--- src/rtl/pwlock_sequencer_if.sv ---
// pwlock_sequencer_if
// Keypad, admin and validator signals of the password-lock sequencer.
// slave: the sequencer side. master: the surrounding board (keypad, admin, validator).
interface pwlock_sequencer_if;
  // Keypad and control
  logic       key_valid;
  logic [3:0] key_digit;
  logic       prog_req;
  logic       admin_clear;
  // Validator side
  logic [1:0] val_address;
  logic [3:0] val_data;
  logic [3:0] val_digit;
  logic       val_enable;
  logic       val_rst_n;
  logic       val_reset_lockdown;
  logic       val_error;
  logic       val_unlock;
  logic       val_lockdown;
  // Status
  logic       busy;
  logic       unlocked;
  logic       locked_out;
  logic       prog_done;

  modport slave (
    input  key_valid, key_digit, prog_req, admin_clear,
    input  val_address, val_error, val_unlock, val_lockdown,
    output val_data, val_digit, val_enable, val_rst_n, val_reset_lockdown,
    output busy, unlocked, locked_out, prog_done
  );

  modport master (
    output key_valid, key_digit, prog_req, admin_clear,
    output val_address, val_error, val_unlock, val_lockdown,
    input  val_data, val_digit, val_enable, val_rst_n, val_reset_lockdown,
    input  busy, unlocked, locked_out, prog_done
  );
endinterface

--- src/rtl/pwlock_sequencer.sv ---
// pwlock_sequencer
// Sequencer between the debounced keypad and the serial password validator. Holds the
// 4-digit password (read by the validator through val_address/val_data), runs program
// and verify sessions with one validator enable per keyed digit, and recovers from lockdown.
// Optional feature macro: PWSEQ_LOCKOUT_TIMER_EN -- when defined, lockdown also ends by
// itself LOCKOUT_CYCLES cycles after entry; admin_clear works in both builds.
module pwlock_sequencer #(
  parameter logic [15:0] INIT_PW        = 16'h0000,
  parameter int unsigned LOCKOUT_CYCLES = 1000
) (
  input logic               CLK,
  input logic               RST,
  pwlock_sequencer_if.slave bus
);

  typedef enum logic [2:0] {
    StIdle, StProg, StArm, StWaitKey, StStep, StCheck, StOpen, StLocked
  } state_e;

  state_e      r_state, w_state_d;

  // Password register file and program-session shadow (digits 0..2; digit 3 arrives last)
  logic [15:0] r_rf, w_rf_d;
  logic [11:0] r_shadow, w_shadow_d;
  logic [1:0]  r_count, w_count_d;
  logic [3:0]  r_pend, w_pend_d;

  // Registered outputs
  logic [3:0]  r_val_digit, w_val_digit_d;
  logic        r_val_enable, w_val_enable_d;
  logic        r_val_rst_n, w_val_rst_n_d;
  logic        r_val_reset_lockdown, w_val_reset_lockdown_d;
  logic        r_busy, w_busy_d;
  logic        r_unlocked, w_unlocked_d;
  logic        r_locked_out, w_locked_out_d;
  logic        r_prog_done, w_prog_done_d;

  // Transition strobes shared between next-state and output logic
  logic        w_close;
  logic        w_exit_lock;
  logic        w_commit;
  logic        w_lock_seen;
  logic        w_timer_exp;

  // The validator drops lockDown only after it has seen the clear pulse, so the stale
  // level during the pulse cycle must not send us straight back into LOCKED.
  assign w_lock_seen = bus.val_lockdown && !r_val_reset_lockdown;

`ifdef PWSEQ_LOCKOUT_TIMER_EN
  localparam int unsigned CntW = $clog2(LOCKOUT_CYCLES);
  localparam logic [CntW-1:0] LoadVal = CntW'(LOCKOUT_CYCLES - 1);

  logic [CntW-1:0] r_lock_cnt, w_lock_cnt_d;

  assign w_timer_exp = (r_state == StLocked) && (r_lock_cnt == '0);

  // Lockout timer: load on entry to LOCKED, count down to zero while held there.
  always_comb begin
    w_lock_cnt_d = r_lock_cnt;
    if ((r_state != StLocked) && (w_state_d == StLocked)) begin
      w_lock_cnt_d = LoadVal;
    end else if ((r_state == StLocked) && (r_lock_cnt != '0)) begin
      w_lock_cnt_d = r_lock_cnt - CntW'(1);
    end
  end

  // Lockout timer register.
  always_ff @(posedge CLK or negedge RST) begin
    if (!RST) begin
      r_lock_cnt <= '0;
    end else begin
      r_lock_cnt <= w_lock_cnt_d;
    end
  end
`else
  // Without the timer the hold time is irrelevant; keep the parameter referenced.
  logic w_unused_lockout_cfg;
  assign w_unused_lockout_cfg = ^LOCKOUT_CYCLES;
  assign w_timer_exp = 1'b0;
`endif

  // State and datapath registers.
  always_ff @(posedge CLK or negedge RST) begin
    if (!RST) begin
      r_state  <= StIdle;
      r_rf     <= INIT_PW;
      r_shadow <= '0;
      r_count  <= '0;
      r_pend   <= '0;
    end else begin
      r_state  <= w_state_d;
      r_rf     <= w_rf_d;
      r_shadow <= w_shadow_d;
      r_count  <= w_count_d;
      r_pend   <= w_pend_d;
    end
  end

  // Next-state logic, including the program shadow and the one-cycle commit.
  always_comb begin
    w_state_d   = r_state;
    w_rf_d      = r_rf;
    w_shadow_d  = r_shadow;
    w_count_d   = r_count;
    w_pend_d    = r_pend;
    w_close     = 1'b0;
    w_exit_lock = 1'b0;
    w_commit    = 1'b0;

    unique case (r_state)
      StIdle: begin
        if (w_lock_seen) begin
          w_state_d = StLocked;
        end else if (bus.key_valid) begin
          if (bus.prog_req) begin
            w_shadow_d[3:0] = bus.key_digit;
            w_count_d       = 2'd1;
            w_state_d       = StProg;
          end else begin
            w_pend_d  = bus.key_digit;
            w_state_d = StArm;
          end
        end
      end

      StProg: begin
        if (bus.val_lockdown) begin
          // Abandon the session; the register file keeps the old password.
          w_count_d = 2'd0;
          w_state_d = StLocked;
        end else if (bus.key_valid) begin
          if (r_count == 2'd3) begin
            w_rf_d    = {bus.key_digit, r_shadow};
            w_commit  = 1'b1;
            w_count_d = 2'd0;
            w_state_d = StIdle;
          end else begin
            if (r_count == 2'd2) begin
              w_shadow_d[11:8] = bus.key_digit;
            end else if (r_count == 2'd1) begin
              w_shadow_d[7:4] = bus.key_digit;
            end else begin
              w_shadow_d[3:0] = bus.key_digit;
            end
            w_count_d = r_count + 2'd1;
          end
        end
      end

      StArm: w_state_d = StStep;

      StStep: w_state_d = StCheck;

      StCheck: begin
        if (bus.val_lockdown) begin
          w_state_d = StLocked;
        end else if (bus.val_error) begin
          w_state_d = StIdle;
        end else if (bus.val_unlock) begin
          w_state_d = StOpen;
        end else begin
          w_state_d = StWaitKey;
        end
      end

      StWaitKey: begin
        if (bus.key_valid) begin
          w_pend_d  = bus.key_digit;
          w_state_d = StStep;
        end
      end

      StOpen: begin
        if (bus.val_lockdown) begin
          w_state_d = StLocked;
        end else if (bus.key_valid) begin
          // The closing key is discarded; it only resets the validator.
          w_close   = 1'b1;
          w_state_d = StIdle;
        end
      end

      StLocked: begin
        // admin_clear and timer expiry in the same cycle still yield a single exit.
        if (bus.admin_clear || w_timer_exp) begin
          w_exit_lock = 1'b1;
          w_state_d   = StIdle;
        end
      end

      default: w_state_d = StIdle;
    endcase
  end

  // Output next values: outputs are registered, so they are decoded from the next state.
  always_comb begin
    w_val_enable_d         = (w_state_d == StArm) || (w_state_d == StStep) || w_exit_lock;
    w_val_rst_n_d          = !((w_state_d == StArm) || w_close);
    w_val_reset_lockdown_d = w_exit_lock;
    w_val_digit_d          = (w_state_d == StStep) ? w_pend_d : r_val_digit;
    w_busy_d               = w_state_d inside {StProg, StArm, StWaitKey, StStep, StCheck};
    w_unlocked_d           = (w_state_d == StOpen);
    w_locked_out_d         = (w_state_d == StLocked);
    w_prog_done_d          = w_commit;
  end

  // Output registers.
  always_ff @(posedge CLK or negedge RST) begin
    if (!RST) begin
      r_val_digit          <= 4'h0;
      r_val_enable         <= 1'b0;
      r_val_rst_n          <= 1'b1;
      r_val_reset_lockdown <= 1'b0;
      r_busy               <= 1'b0;
      r_unlocked           <= 1'b0;
      r_locked_out         <= 1'b0;
      r_prog_done          <= 1'b0;
    end else begin
      r_val_digit          <= w_val_digit_d;
      r_val_enable         <= w_val_enable_d;
      r_val_rst_n          <= w_val_rst_n_d;
      r_val_reset_lockdown <= w_val_reset_lockdown_d;
      r_busy               <= w_busy_d;
      r_unlocked           <= w_unlocked_d;
      r_locked_out         <= w_locked_out_d;
      r_prog_done          <= w_prog_done_d;
    end
  end

  assign bus.val_data           = r_rf[{bus.val_address, 2'b00} +: 4];
  assign bus.val_digit          = r_val_digit;
  assign bus.val_enable         = r_val_enable;
  assign bus.val_rst_n          = r_val_rst_n;
  assign bus.val_reset_lockdown = r_val_reset_lockdown;
  assign bus.busy               = r_busy;
  assign bus.unlocked           = r_unlocked;
  assign bus.locked_out         = r_locked_out;
  assign bus.prog_done          = r_prog_done;

endmodule
--- src/flat_wrapper.sv ---
// flat-port wrapper written by rule: the top's interface ports become plain ports
module pwlock_sequencer_flat 
#(
  parameter logic [15:0] INIT_PW        = 16'h0000,
  parameter int unsigned LOCKOUT_CYCLES = 1000
)
  (CLK, RST, bus_key_valid, bus_key_digit, bus_prog_req, bus_admin_clear, bus_val_address, bus_val_error, bus_val_unlock, bus_val_lockdown, bus_val_data, bus_val_digit, bus_val_enable, bus_val_rst_n, bus_val_reset_lockdown, bus_busy, bus_unlocked, bus_locked_out, bus_prog_done);
  pwlock_sequencer_if bus_i ();
  input logic CLK;
  input logic RST;
  input wire logic [$bits(bus_i.key_valid)-1:0] bus_key_valid;
  input wire logic [$bits(bus_i.key_digit)-1:0] bus_key_digit;
  input wire logic [$bits(bus_i.prog_req)-1:0] bus_prog_req;
  input wire logic [$bits(bus_i.admin_clear)-1:0] bus_admin_clear;
  input wire logic [$bits(bus_i.val_address)-1:0] bus_val_address;
  input wire logic [$bits(bus_i.val_error)-1:0] bus_val_error;
  input wire logic [$bits(bus_i.val_unlock)-1:0] bus_val_unlock;
  input wire logic [$bits(bus_i.val_lockdown)-1:0] bus_val_lockdown;
  output wire logic [$bits(bus_i.val_data)-1:0] bus_val_data;
  output wire logic [$bits(bus_i.val_digit)-1:0] bus_val_digit;
  output wire logic [$bits(bus_i.val_enable)-1:0] bus_val_enable;
  output wire logic [$bits(bus_i.val_rst_n)-1:0] bus_val_rst_n;
  output wire logic [$bits(bus_i.val_reset_lockdown)-1:0] bus_val_reset_lockdown;
  output wire logic [$bits(bus_i.busy)-1:0] bus_busy;
  output wire logic [$bits(bus_i.unlocked)-1:0] bus_unlocked;
  output wire logic [$bits(bus_i.locked_out)-1:0] bus_locked_out;
  output wire logic [$bits(bus_i.prog_done)-1:0] bus_prog_done;
  assign bus_i.key_valid = bus_key_valid;
  assign bus_i.key_digit = bus_key_digit;
  assign bus_i.prog_req = bus_prog_req;
  assign bus_i.admin_clear = bus_admin_clear;
  assign bus_i.val_address = bus_val_address;
  assign bus_i.val_error = bus_val_error;
  assign bus_i.val_unlock = bus_val_unlock;
  assign bus_i.val_lockdown = bus_val_lockdown;
  assign bus_val_data = bus_i.val_data;
  assign bus_val_digit = bus_i.val_digit;
  assign bus_val_enable = bus_i.val_enable;
  assign bus_val_rst_n = bus_i.val_rst_n;
  assign bus_val_reset_lockdown = bus_i.val_reset_lockdown;
  assign bus_busy = bus_i.busy;
  assign bus_unlocked = bus_i.unlocked;
  assign bus_locked_out = bus_i.locked_out;
  assign bus_prog_done = bus_i.prog_done;
  pwlock_sequencer #(.INIT_PW(INIT_PW), .LOCKOUT_CYCLES(LOCKOUT_CYCLES)) u_core (.CLK(CLK), .RST(RST), .bus(bus_i));
endmodule
--- config.mk ---
export PLATFORM = sky130hd
export DESIGN_NAME = pwlock_sequencer_flat
export DESIGN_NICKNAME = d
export VERILOG_FILES = /design/src/rtl/pwlock_sequencer_if.sv /design/src/rtl/pwlock_sequencer.sv /design/src/flat_wrapper.sv
export SDC_FILE = /design/constraint.sdc
export NUM_CORES = 1
export LEC_CHECK = 0
export CAP_MARGIN = 20
export CORE_AREA = 2 2 67 95
export CTS_CLUSTER_DIAMETER = 120
export DETAILED_ROUTE_END_ITERATION = 10
export DIE_AREA = 0 0 69 97
export GPL_TIMING_DRIVEN = 0
export PLACE_DENSITY = 0.68
export SETUP_SLACK_MARGIN = 0.4
export SYNTH_ARGS = -nofsm -noshare
export SYNTH_HDL_FRONTEND = slang
export SYNTH_SLANG_ARGS = --single-unit
--- constraint.sdc ---
create_clock -name CLK -period 2.15 [get_ports CLK]
set_input_delay 0.43 -clock CLK [delete_from_list [all_inputs] [get_ports CLK]]
set_output_delay 0.43 -clock CLK [all_outputs]
set_load 0.005 [all_outputs]
Word-level counts from Yosys, hierarchy flattened

Cells that the tools add are included.

Output and inout bits: 15
Logic and storage cells: 104
Register bits: 48
Input port bits: 14

Shift-type cells: 1
Reductions and logical operators: 14
Mux-type cells: 44
$add $sub $neg: 1
Equality and inequality tests: 26
Bitwise gates (word level): 3

Operators with widths:

| operator            | count |
|---|---|
| $mux 4              | 12 |
| $mux 3              | 12 |
| $eq 3x3->1 const B  | 8 |
| $pmux 3 s8          | 1 |
| $ne 2x2->1 const B  | 8 |
| $pmux 4 s2          | 2 |
| $shiftx 16x5->4     | 1 |
| $mux 2              | 7 |
| $eq 3x2->1 const B  | 4 |
| $reduce_and 5->1    | 2 |
| $mux 1              | 9 |
| $reduce_and 9->1    | 1 |
| $eq 3x1->1 const B  | 2 |
| $reduce_and 6->1    | 1 |
| $reduce_bool 5->1   | 1 |
| $eq 2x2->1 const B  | 2 |
| $pmux 2 s2          | 1 |
| $reduce_and 4->1    | 1 |
| $logic_not 3->1     | 1 |
| $logic_or 1x1->1    | 3 |
| $ne 3x3->1 const B  | 1 |
| $not 1->1           | 3 |
| $add 2x1->2 const B | 1 |
| $eq 2x1->1 const B  | 1 |
| other kinds (3)     | 4 |

Longest topological paths before layout

Word-level depth: 8
Mapped depth: 7

Least setup slack after synthesis

Ideal clock, no wire load.

Path kind: input to register
Start point: in bus_prog_req
End point: reg u_core.r_val_digit[0], in the netlist u_core.bus.val_digit[0]
Stages: 5
Required time: 2.025 ns
Arrival: 1.551 ns
Setup time: 0.125 ns
Path buffers: 0
Path slack: 0.474 ns
Cells stage by stage: or2_4 o31ai_4 nand3_4 mux2_4 mux2_4

RTL lines:

| element                      | line                    | text |
|---|---|---|
| from (decl)                  | flat_wrapper.sv:13      | `input wire logic [$bits(bus_i.prog_req)-1:0] bus_prog_req;` |
| $mux 4                       | pwlock_sequencer.sv:115 | `if (bus.prog_req) begin` |
| $mux 4                       | pwlock_sequencer.sv:114 | `end else if (bus.key_valid) begin` |
| $mux 4                       | pwlock_sequencer.sv:112 | `if (w_lock_seen) begin` |
| $pmux 4 s2                   | pwlock_sequencer.sv:110 | `unique case (r_state)` |
| named net u_core.w_pend_d[0] | pwlock_sequencer.sv:26  | `logic [3:0] r_pend, w_pend_d;` |
| to (signal assigned)         | pwlock_sequencer.sv:219 | `r_val_digit <= w_val_digit_d;` |
| to (decl)                    | pwlock_sequencer.sv:29  | `logic [3:0] r_val_digit, w_val_digit_d;` |

The timed path passes the listed nets, and every way through them passes these cells.
A chain may end at the register's enable or synchronous reset.

Worst setup path in the final report

Start point: reg u_core.r_state[1]
End point: reg u_core.r_val_digit[2], in the netlist u_core.bus.val_digit[2]

RTL lines:

| element                                       | line                    | text |
|---|---|---|
| from (decl)                                   | pwlock_sequencer.sv:20  | `state_e r_state, w_state_d;` |
| from (signal assigned)                        | pwlock_sequencer.sv:85  | `r_state <= StIdle;` |
| from (signal assigned)                        | pwlock_sequencer.sv:91  | `r_state <= w_state_d;` |
| $eq 3x2->1 or $logic_not 3->1 (tied branches) | pwlock_sequencer.sv:110 |  |
| $pmux 4 s2 *                                  | pwlock_sequencer.sv:110 |  |
| named net u_core.w_pend_d[2]                  | pwlock_sequencer.sv:26  |  |

Mark *: on every way through the listed nets, which the timed path passes. The rest lies on a longest branch.

==> reports/metrics.csv <==
metric,value,unit
outcome,finished clean,
ys_ff_latch,48,
setup_viol,0,
die_area,6690,um2
maxSlewHeadroom,0.728,
max-vdd-ir-drop,0.682,mV
fp.dieW,69,um
core-area,5780,um2
fillCellCount,527,
worst_pin_slew,0.409,ns
multiInputGateArea,1090,um2
drc,0,
clock_latency,0.30,ns
fin_skew,0.00603,ns
cp.arrival,1.99,ns
critPathCaptureType,register,
ios,29,
diodes,0,
clkTransAtPathRegs,0.09,ns
synth-compound-area-share,0.0814,
dpl.hpwl,3220,um
netlist_top_cells_area,"dfrtp_1 (51%), mux2_4 (11%), mux2_2 (9.3%), mux4_2 (3.9%), ha_1 (1.6%)",
max_freq,556,MHz
synth_top_family_by_area,multiplexers,
reg2reg_depth,5,
maxSlewViolCount,0,
syn2layout_area_growth,27.8,%
dp.cells,269,
via_count,1505,
drt_iter0_drc,56,
grt_pass1_wl,7900,um
power_leakage,1.40,nW
final_nets,237,
grt_max_degree,39,
synth_fp_nets,187,
rsz0062_at_grt,yes,
track_usage,0.145,
ant_nets,0,
max_cap_violations,0,
tritoncts,done,
start_util,0.396,
yosys.area_share.adder,0.0164,
synthCells,170,
yosys_warnings,0,
synth.area.mux_share,0.244,
ys_seq_area_frac,0.525,
drive_gt1_frac,0.425,
h-tree-depth,2,
whs,0.500,ns
worst_ep_required_time,2.34,ns
worst_hold_path_type,register to register,
gp_congestion,0.904,
synth-main-ff-cell,dfrtp_1,
hold_violations,0,
regArea,1200,um2
synth.largest_area_cell,dfrtp_1,
period_minus_slack,1.80,ns
yosys.cell_types.count,41,
synth_top_area_share,0.514,
portBuffers,28,
synth_edf_count,0,
ys_async_sr_fraction,1.00,
die_h,97,um
critPathKind,register to register,
syn_area_per_cell,13.5,um2
syn_area,2290,um2
root_buffer,clkbuf_8,
start_kind,register,
cts_buffers,5,
synth-simple-area-share,0.107,
fin_crit_sh,0.836,
min_path_cells,1,
path_max_fanout,4,
drt-pass1-iter-count,4,
layout_commonest_cell,dfrtp_1,
grt_pass1_vias,1633,
final_cells,291,
wl,4640,um
rows,33,
ctsLongestPathBuffers,2,
antenna_found_initial,0,
final_cell_mix,"dfrtp_1 (45), mux2_2 (19), mux2_4 (17)",
synth_xor_area_frac,0,
place_ws,-0.374,ns
gr-total-overflow,0,
avgViaCountPerCell,5.17,
p_per_area,1270,nW/um2
clkSinkCount,48,
fin_ws,0.352,ns
routedWlPerCell,15.9,um
[stage by stage]
stage	total power [W]	TNS (ns)	instance area, um2	util
detailed placement	0.00287	-4.27	2670	0.462
finish	0.00372	0	2930	0.506
global route	0.00398	0	2930	0.506
CTS	0.00365	0	2870	0.496
floorplan	0.00241	0	2290	-
global placement	0.00284	-35.21	2660	0.460
[registers in the layout, indices dropped and copies added (netlist names)]
name	flops
u_core.r_count	2
u_core.bus.unlocked	1
u_core.bus.val_digit	4
u_core.bus.prog_done	1
u_core.bus.val_reset_lockdown	1
u_core.bus.val_enable	1
u_core.bus.busy	1
u_core.r_shadow	12
u_core.bus.val_rst_n	1
u_core.r_pend	4
u_core.r_state	3
u_core.bus.locked_out	1
u_core.r_rf	16
[critical path, stage by stage (launching register included)]
cell     delay [ns]
dfrtp_2        0.46
or2_4          0.28
o31ai_4        0.21
nand3_4        0.14
mux2_4         0.34
mux2_4         0.26
[where the power goes]
| part | total, W | internal [W] | switching, W |
|---|---|---|---|
| clock network | 0.000670 | 0.000351 | 0.000319 |
| logic | 0.00157 | 0.000912 | 0.000659 |
| registers | 0.00148 | 0.00127 | 0.000214 |
| total | 0.00372 | 0.00253 | 0.00119 |
[logic make-up (layout without fill, tap and decap cells)]
| family | Yosys count | count (layout) |
|---|---|---|
| DFF | 48 | 48 |
| and+or+nand+nor | 42 | 42 |
| buffers and inverters | 12 | 63 |
| adders and majority gates | 3 | 3 |
| AOI/OAI and AO/OA | 25 | 25 |
| muxes | 40 | 40 |
[metal layers]
layer | global-route usage | vias up | part of all wire
met5 | 0 | - | 0
met3 | 0.0333 | 10 | 0.045
met4 | 0.0603 | 0 | 0.024
li1 | - | 715 | -
met2 | 0.251 | 50 | 0.52
met1 | 0.172 | 730 | 0.41
[repair_timing]
item,in CTS,in global routing
setup buffers,9,4
pin swaps,4,4
setup endpoints to repair,33,36
gates resized for setup,34,12
hold buffers,1,0
endpoints found under the hold margin,9,0
[cell type report]
type                       instances  area share
inverter                           6     0.00770
clock buffer                       5      0.0235
multi-input combinational        110       0.372
buffer                             6      0.0141
sequential                        48       0.412
tap                               70      0.0299
timing repair buffer              43       0.125
clock inverter                     3      0.0158
[cell usage after synthesis (all sizes together), types with 2 or more instances]
library cell,count
a21oi,7
ha,3
nor3,3
nor2,10
nand3,2
buf,6
dfrtp,47
inv,6
nor2b,3
mux4,4
and3,2
nand2b,4
a311oi,2
o21ai,3
mux2,36
a31oi,3
nand2,11
[path summary, 6_finish.rpt]
path	from	end	slack, ns
min reg2reg	u_core.r_pend[1]	u_core.r_pend[1]	0.50
min	u_core.r_pend[1]	u_core.r_pend[1]	0.50
min in group asynchronous	RST	u_core.bus.unlocked	0.52
max reg2reg	u_core.r_state[1]	u_core.bus.val_digit[2]	0.35
max in group asynchronous	RST	u_core.bus.prog_done	1.15
max	u_core.r_state[1]	u_core.bus.val_digit[2]	0.35
Note: power is estimated with default switching activity, not from simulation.
